<file path="src/rtl/multicycle_controller.sv">
// Multi-cycle control FSM for the RV32I-subset core: sequences a shared ALU and a
// handshaked unified memory, with a bounded-wait timeout and a retired-instruction counter.
module multicycle_controller #(
    parameter int unsigned CNT_W    = 32,
    parameter int unsigned MAX_WAIT = 16
) (
    input  logic             clk,
    input  logic             rst,
    input  logic [6:0]       op,
    input  logic [2:0]       func3,
    input  logic [6:0]       func7,
    input  logic             zero,
    input  logic             negetive,
    input  logic             mem_ready,
    output logic             memreq,
    output logic             memwrite,
    output logic             adrsrc,
    output logic             irwrite,
    output logic             pcwrite,
    output logic             wereg,
    output logic [1:0]       resultsrc,
    output logic [1:0]       alusrca,
    output logic [1:0]       alusrcb,
    output logic [2:0]       aluop,
    output logic [2:0]       extend_func,
    output logic             halted,
    output logic [1:0]       fault,
    output logic [CNT_W-1:0] instret
);

    localparam int unsigned WAIT_W = $clog2(MAX_WAIT + 1);

    localparam logic [6:0] OP_LOAD  = 7'b0000011;
    localparam logic [6:0] OP_STORE = 7'b0100011;
    localparam logic [6:0] OP_R     = 7'b0110011;
    localparam logic [6:0] OP_I     = 7'b0010011;
    localparam logic [6:0] OP_LUI   = 7'b0110111;
    localparam logic [6:0] OP_BR    = 7'b1100011;
    localparam logic [6:0] OP_JAL   = 7'b1101111;
    localparam logic [6:0] OP_JALR  = 7'b1100111;

    localparam logic [2:0] ALU_ADD  = 3'b000;
    localparam logic [2:0] ALU_SUB  = 3'b001;
    localparam logic [2:0] ALU_AND  = 3'b010;
    localparam logic [2:0] ALU_OR   = 3'b011;
    localparam logic [2:0] ALU_SLT  = 3'b100;
    localparam logic [2:0] ALU_SLTU = 3'b101;
    localparam logic [2:0] ALU_XOR  = 3'b110;

    localparam logic [2:0] EXT_I = 3'b000;
    localparam logic [2:0] EXT_S = 3'b001;
    localparam logic [2:0] EXT_B = 3'b010;
    localparam logic [2:0] EXT_U = 3'b011;
    localparam logic [2:0] EXT_J = 3'b100;

    localparam logic [1:0] FLT_ILLEGAL = 2'b01;
    localparam logic [1:0] FLT_TIMEOUT = 2'b10;

    typedef enum logic [3:0] {
        S_FETCH, S_DECODE, S_MEMADR, S_MEMREAD, S_MEMWB, S_MEMWRITE, S_EXECR, S_EXECI,
        S_LUI, S_ALUWB, S_BRANCH, S_JAL, S_JALR, S_JALRPC, S_HALT
    } state_e;

    state_e            state_q, state_d;
    logic [WAIT_W-1:0] wait_q, wait_d;
    logic              halted_q, halted_d;
    logic [1:0]        fault_q, fault_d;
    logic [CNT_W-1:0]  instret_q, instret_d;
    logic              retire;
    logic              mem_state;
    logic              mem_wait;
    logic              timeout;
    logic              unused_func7;

    // Only func7[5] (sub) matters for the supported R-type subset.
    assign unused_func7 = ^{func7[6], func7[4:0]};

    function automatic logic [2:0] alu_dec(input logic [2:0] f3, input logic sub);
        case (f3)
            3'b000:  alu_dec = sub ? ALU_SUB : ALU_ADD;
            3'b010:  alu_dec = ALU_SLT;
            3'b011:  alu_dec = ALU_SLTU;
            3'b100:  alu_dec = ALU_XOR;
            3'b110:  alu_dec = ALU_OR;
            3'b111:  alu_dec = ALU_AND;
            default: alu_dec = ALU_ADD;
        endcase
    endfunction

    assign mem_state = (state_q == S_FETCH) || (state_q == S_MEMREAD) || (state_q == S_MEMWRITE);
    assign mem_wait  = mem_state && !mem_ready;
    // The MAX_WAIT-th consecutive cycle without mem_ready ends the access.
    assign timeout   = mem_wait && (wait_q == WAIT_W'(MAX_WAIT - 1));

    always_ff @(posedge clk or negedge rst) begin
        if (!rst) begin
            state_q   <= S_FETCH;
            wait_q    <= '0;
            halted_q  <= 1'b0;
            fault_q   <= 2'b00;
            instret_q <= '0;
        end else begin
            state_q   <= state_d;
            wait_q    <= wait_d;
            halted_q  <= halted_d;
            fault_q   <= fault_d;
            instret_q <= instret_d;
        end
    end

    always_comb begin
        state_d     = state_q;
        wait_d      = '0;
        halted_d    = halted_q;
        fault_d     = fault_q;
        retire      = 1'b0;
        memreq      = 1'b0;
        memwrite    = 1'b0;
        adrsrc      = 1'b0;
        irwrite     = 1'b0;
        pcwrite     = 1'b0;
        wereg       = 1'b0;
        resultsrc   = 2'b00;
        alusrca     = 2'b00;
        alusrcb     = 2'b00;
        aluop       = ALU_ADD;
        extend_func = EXT_I;

        if (mem_wait) begin
            wait_d = wait_q + WAIT_W'(1);
        end

        // Gating on rst keeps every strobe low for as long as reset is held.
        if (rst) begin
            case (state_q)
                S_FETCH: begin
                    memreq    = 1'b1;
                    alusrcb   = 2'b10;
                    resultsrc = 2'b10;
                    if (mem_ready) begin
                        irwrite = 1'b1;
                        pcwrite = 1'b1;
                        state_d = S_DECODE;
                    end else if (timeout) begin
                        state_d  = S_HALT;
                        halted_d = 1'b1;
                        fault_d  = FLT_TIMEOUT;
                    end
                end
                S_DECODE: begin
                    alusrca     = 2'b01;
                    alusrcb     = 2'b01;
                    extend_func = (op == OP_JAL) ? EXT_J : EXT_B;
                    case (op)
                        OP_LOAD, OP_STORE: state_d = S_MEMADR;
                        OP_R:              state_d = S_EXECR;
                        OP_I:              state_d = S_EXECI;
                        OP_LUI:            state_d = S_LUI;
                        OP_BR:             state_d = S_BRANCH;
                        OP_JAL:            state_d = S_JAL;
                        OP_JALR:           state_d = S_JALR;
                        default: begin
                            state_d  = S_HALT;
                            halted_d = 1'b1;
                            fault_d  = FLT_ILLEGAL;
                        end
                    endcase
                end
                S_MEMADR: begin
                    alusrca     = 2'b10;
                    alusrcb     = 2'b01;
                    extend_func = (op == OP_STORE) ? EXT_S : EXT_I;
                    state_d     = (op == OP_STORE) ? S_MEMWRITE : S_MEMREAD;
                end
                S_MEMREAD: begin
                    memreq = 1'b1;
                    adrsrc = 1'b1;
                    if (mem_ready) begin
                        state_d = S_MEMWB;
                    end else if (timeout) begin
                        state_d  = S_HALT;
                        halted_d = 1'b1;
                        fault_d  = FLT_TIMEOUT;
                    end
                end
                S_MEMWB: begin
                    resultsrc = 2'b01;
                    wereg     = 1'b1;
                    retire    = 1'b1;
                    state_d   = S_FETCH;
                end
                S_MEMWRITE: begin
                    memreq   = 1'b1;
                    memwrite = 1'b1;
                    adrsrc   = 1'b1;
                    if (mem_ready) begin
                        retire  = 1'b1;
                        state_d = S_FETCH;
                    end else if (timeout) begin
                        state_d  = S_HALT;
                        halted_d = 1'b1;
                        fault_d  = FLT_TIMEOUT;
                    end
                end
                S_EXECR: begin
                    alusrca = 2'b10;
                    aluop   = alu_dec(func3, func7[5]);
                    state_d = S_ALUWB;
                end
                S_EXECI: begin
                    alusrca = 2'b10;
                    alusrcb = 2'b01;
                    aluop   = alu_dec(func3, 1'b0);
                    state_d = S_ALUWB;
                end
                S_LUI: begin
                    alusrca     = 2'b11;
                    alusrcb     = 2'b01;
                    extend_func = EXT_U;
                    state_d     = S_ALUWB;
                end
                S_ALUWB: begin
                    wereg   = 1'b1;
                    retire  = 1'b1;
                    state_d = S_FETCH;
                end
                S_BRANCH: begin
                    alusrca = 2'b10;
                    aluop   = ALU_SUB;
                    retire  = 1'b1;
                    state_d = S_FETCH;
                    case (func3)
                        3'b000:  pcwrite = zero;
                        3'b001:  pcwrite = ~zero;
                        3'b100:  pcwrite = negetive;
                        3'b101:  pcwrite = ~negetive;
                        default: begin
                            retire   = 1'b0;
                            state_d  = S_HALT;
                            halted_d = 1'b1;
                            fault_d  = FLT_ILLEGAL;
                        end
                    endcase
                end
                S_JAL, S_JALRPC: begin
                    pcwrite = 1'b1;
                    alusrca = 2'b01;
                    alusrcb = 2'b10;
                    state_d = S_ALUWB;
                end
                S_JALR: begin
                    alusrca = 2'b10;
                    alusrcb = 2'b01;
                    state_d = S_JALRPC;
                end
                S_HALT: begin
                    state_d = S_HALT;
                end
                default: begin
                    state_d = S_HALT;
                end
            endcase
        end

        instret_d = instret_q + CNT_W'(retire);
    end

    assign halted  = halted_q;
    assign fault   = fault_q;
    assign instret = instret_q;

endmodule

</file>
<file path="config.mk">
export PLATFORM = sky130hd
export DESIGN_NAME = multicycle_controller
export DESIGN_NICKNAME = d
export VERILOG_FILES = /design/src/rtl/multicycle_controller.sv
export SDC_FILE = /design/constraint.sdc
export NUM_CORES = 1
export LEC_CHECK = 0
export CAP_MARGIN = 0
export CELL_PAD_IN_SITES_DETAIL_PLACEMENT = 0
export CELL_PAD_IN_SITES_GLOBAL_PLACEMENT = 1
export CORE_ASPECT_RATIO = 0.8
export CORE_MARGIN = 2
export CORE_UTILIZATION = 35
export CTS_BUF_LIST = sky130_fd_sc_hd__clkbuf_2
export DETAILED_ROUTE_END_ITERATION = 12
export PLACE_DENSITY_LB_ADDON = 0.1
export REMOVE_ABC_BUFFERS = 1
export SKIP_LAST_GASP = 1
export SYNTH_ARGS = -nofsm -noshare
export SYNTH_HDL_FRONTEND = slang
export SYNTH_SLANG_ARGS = --single-unit
</file>
<file path="constraint.sdc">
create_clock -name clk -period 3.1 [get_ports clk]
set_input_delay 0.775 -clock clk [delete_from_list [all_inputs] [get_ports clk]]
set_output_delay 0.775 -clock clk [all_outputs]
set_load 0.02 [all_outputs]
</file>
==> flow_summary.yaml <==
setup_path:
  arrival_ns: 2.24
  reg2reg_from: "state_q[1]$_DFFE_PN0P_"
  worstPathRequired_ns: 2.32
  worst_setup_path_end_kind: "primary output"
  critPathLaunchType: "flip-flop"
  critPathMaxFanout: 18
  critPathLaunch: "state_q[1]$_DFFE_PN0P_"
  reg2reg_depth: 12
  reg2reg_to: "instret[16]$_DFF_PN0_"
  rrSetupSlack_ns: 0.55
  path_class: "reg -> out"
yosys:
  seq_area_frac_synth: 0.410
  syn_avg_cell_area_sq_um: 8.88
  synth_edf_count: 0
  ys.flop_type: "dfrtp_1"
  synth.distinct_cells: 57
  synth-seq-cells: 44
  syn_area_sq_mm: 0.00268
  syn_inst: 302
  async_flop_share: 1.00
  synth_warnings: 0
die:
  die_w_um: 102
  num_rows: 28
  initial_core_util: 0.361
  die-area_sq_mm: 0.00839
  core-area_sq_mm: 0.00743
  die_h_um: 82.3
  num_io_pins: 75
grt:
  antenna_found_initial: 0
  grtUsageTotal: 0.170
  grt_pass1_wl_mm: 11.2
  first_global_vias: 2273
  grt_max_degree: 25
  grt_overflow: 0
routing:
  drtPass1Iterations: 4
  wl_mm: 7.08
  vias_per_cell: 4.93
  drt-wirelength-per-cell_um: 13.9
  ant_nets: 0
  vias: 2510
  drc: 0
  drtIter0Drc: 117
timing:
  timing.hold.ws_ns: 0.350
  period_needed_ns: 3.01
  tightest_slew_ns: 0.490
  finalSetupTns_ns: 0
  fin_crit_sh: 0.972
  finalHoldViolations: 0
  finalMaxSlewViolations: 0
  rsz0062_at_grt: "yes"
  finClkSkew_ns: 0.0248
  setup_viol: 0
  max_freq_mhz: 332
  relSlewSlack: 0.670
clock_network:
  clock-root-buffer: "clkbuf_2"
  cts_max_level: 2
  clk_pin_slew_ns: 0.20
  cts_buffer_depth: 2
  cts_tree: "yes"
  cts_hold_buf: 0
  clock_latency_ns: 0.42
  cts_buffers: 5
  clock_sinks: 44
layout:
  fin_nets: 429
  drive_gt1_frac: 0.171
  final_util: 0.514
  insertedDiodeCount: 0
  synthToLayoutAreaGrowth_pct: 42.4
placement:
  place_hpwl_mm: 5.54
  gp_congestion: 0.825
  io_buffers: 68
power:
  powerDensity_mw_per_mm2: 557
  peakVddDrop_mv: 0.458
  power.leakage_nw: 1.80
  total_power_w: 0.00213
run:
  cap_violations: 0
min_path:
  hold_path_class: "in -> async"
outcome:
  status: "complete, no violations"
synth_stat cells, types with 3 or more instances:
master    count  area, sq um
inv_1        11         41.3
nor2b_1       3         18.8
and2_1        4         25.0
ha_1          4         50.1
nand2_1      23         86.3
nand4_1       6         37.5
nor2_1       35          131
nand3_1      19         95.1
xor2_1       12          105
o21ai_0      10         50.1
dfrtp_1      44         1100
clkbuf_1      8         30.0
nand2b_1     11         68.8
o211ai_1      3         22.5
or2_2         3         18.8
a21oi_1      14         70.1
and3_1        7         43.8
xnor2_1      24          210
or3_1         4         25.0
nor3_1       10         50.1
kinds of logic after synthesis:
kind of cell               after synthesis  synth area share
and+or+nand+nor                        140             0.277
AOI/OAI and AO/OA                       51             0.126
DFF                                     44             0.410
xor gates and xnor gates                36             0.118
buffers and inverters                   25            0.0424
adders and majority gates                4            0.0187
muxes                                    2           0.00746
worst max-delay path by stage:
stage / cells past startpoint / to
after floorplan: 2 / alusrca[1]
after global routing: 7 / memreq
final: 7 / memreq
after global placement: 6 / pcwrite
after detailed placement: 6 / pcwrite
after CTS: 6 / pcwrite
what timing repair did:
item | CTS | global route
gates resized for setup | 22 | 20
pin swaps | 0 | 2
setup endpoints to repair | 12 | 15
cloned | 0 | 0
setup buffers | 0 | 1
critical path, cell delays in order, from the launching register on:
cell             delay (ns)
dfrtp_1                0.39
buf_4                  0.23
xor2_1                 0.20
buf_4                  0.14
nand2_1                0.04
nor2_1                 0.13
or2_2                  0.12
clkdlybuf4s50_1        0.59
where the power goes:
part,switching [W],internal [W]
Clock,0.000181,0.0000562
Combinational,0.000670,0.000511
Sequential,0.0000621,0.000646
layer usage:
layer,track usage,up-vias,part of all wire
met4,0.0320,0,0.0048
met3,0.0311,4,0.054
met5,0,-,0
li1,-,1257,-
met2,0.238,62,0.42
met1,0.272,1187,0.53
layout make-up:
class | instances | area (sq um)
Clock buffer | 6 | 30.0
Clock inverter | 2 | 11.3
Fill cell | 756 | 3610
Inverter | 12 | 45.0
Multi-Input combinational cell | 233 | 1520
Sequential cell | 44 | 1100
Tap cell | 105 | 131
Timing Repair Buffer | 107 | 982
cells in the final DEF, fill, tap and decap left out, types with 3 or more instances in the layout:
cell             instances
o211ai_1                 3
nand4_1                  6
clkdlybuf4s50_1         49
and2_1                   4
nand2_1                 22
buf_4                   38
nor2_1                  34
ha_1                     4
nor3_1                   8
dlymetal6s2s_1          10
xor2_1                  12
clkbuf_2                 6
buf_2                    3
nand2b_1                11
o21ai_0                 10
nand3_1                 19
a21oi_1                 14
or2_2                    3
inv_1                   10
dfrtp_1                 44
xnor2_1                 24
or3_1                    4
and3_1                   7
dlygate4sd2_1            5
sequential cells by signal, indices dropped and copies added, names as in the netlist:
name / count
fault: 2
wait_q: 5
instret: 32
state_q: 4
halted: 1
per-stage QoR:
stage,std cells,cell area [sq um],setup slack (ns)
after detailed placement,500,3710,-0.493
after floorplan,289,2610,0.333
final,509,3820,0.0853
after CTS,508,3760,-0.145
after global placement,500,3710,-0.484
after global routing,509,3820,-0.107
Power figures use the tool's default switching activity.
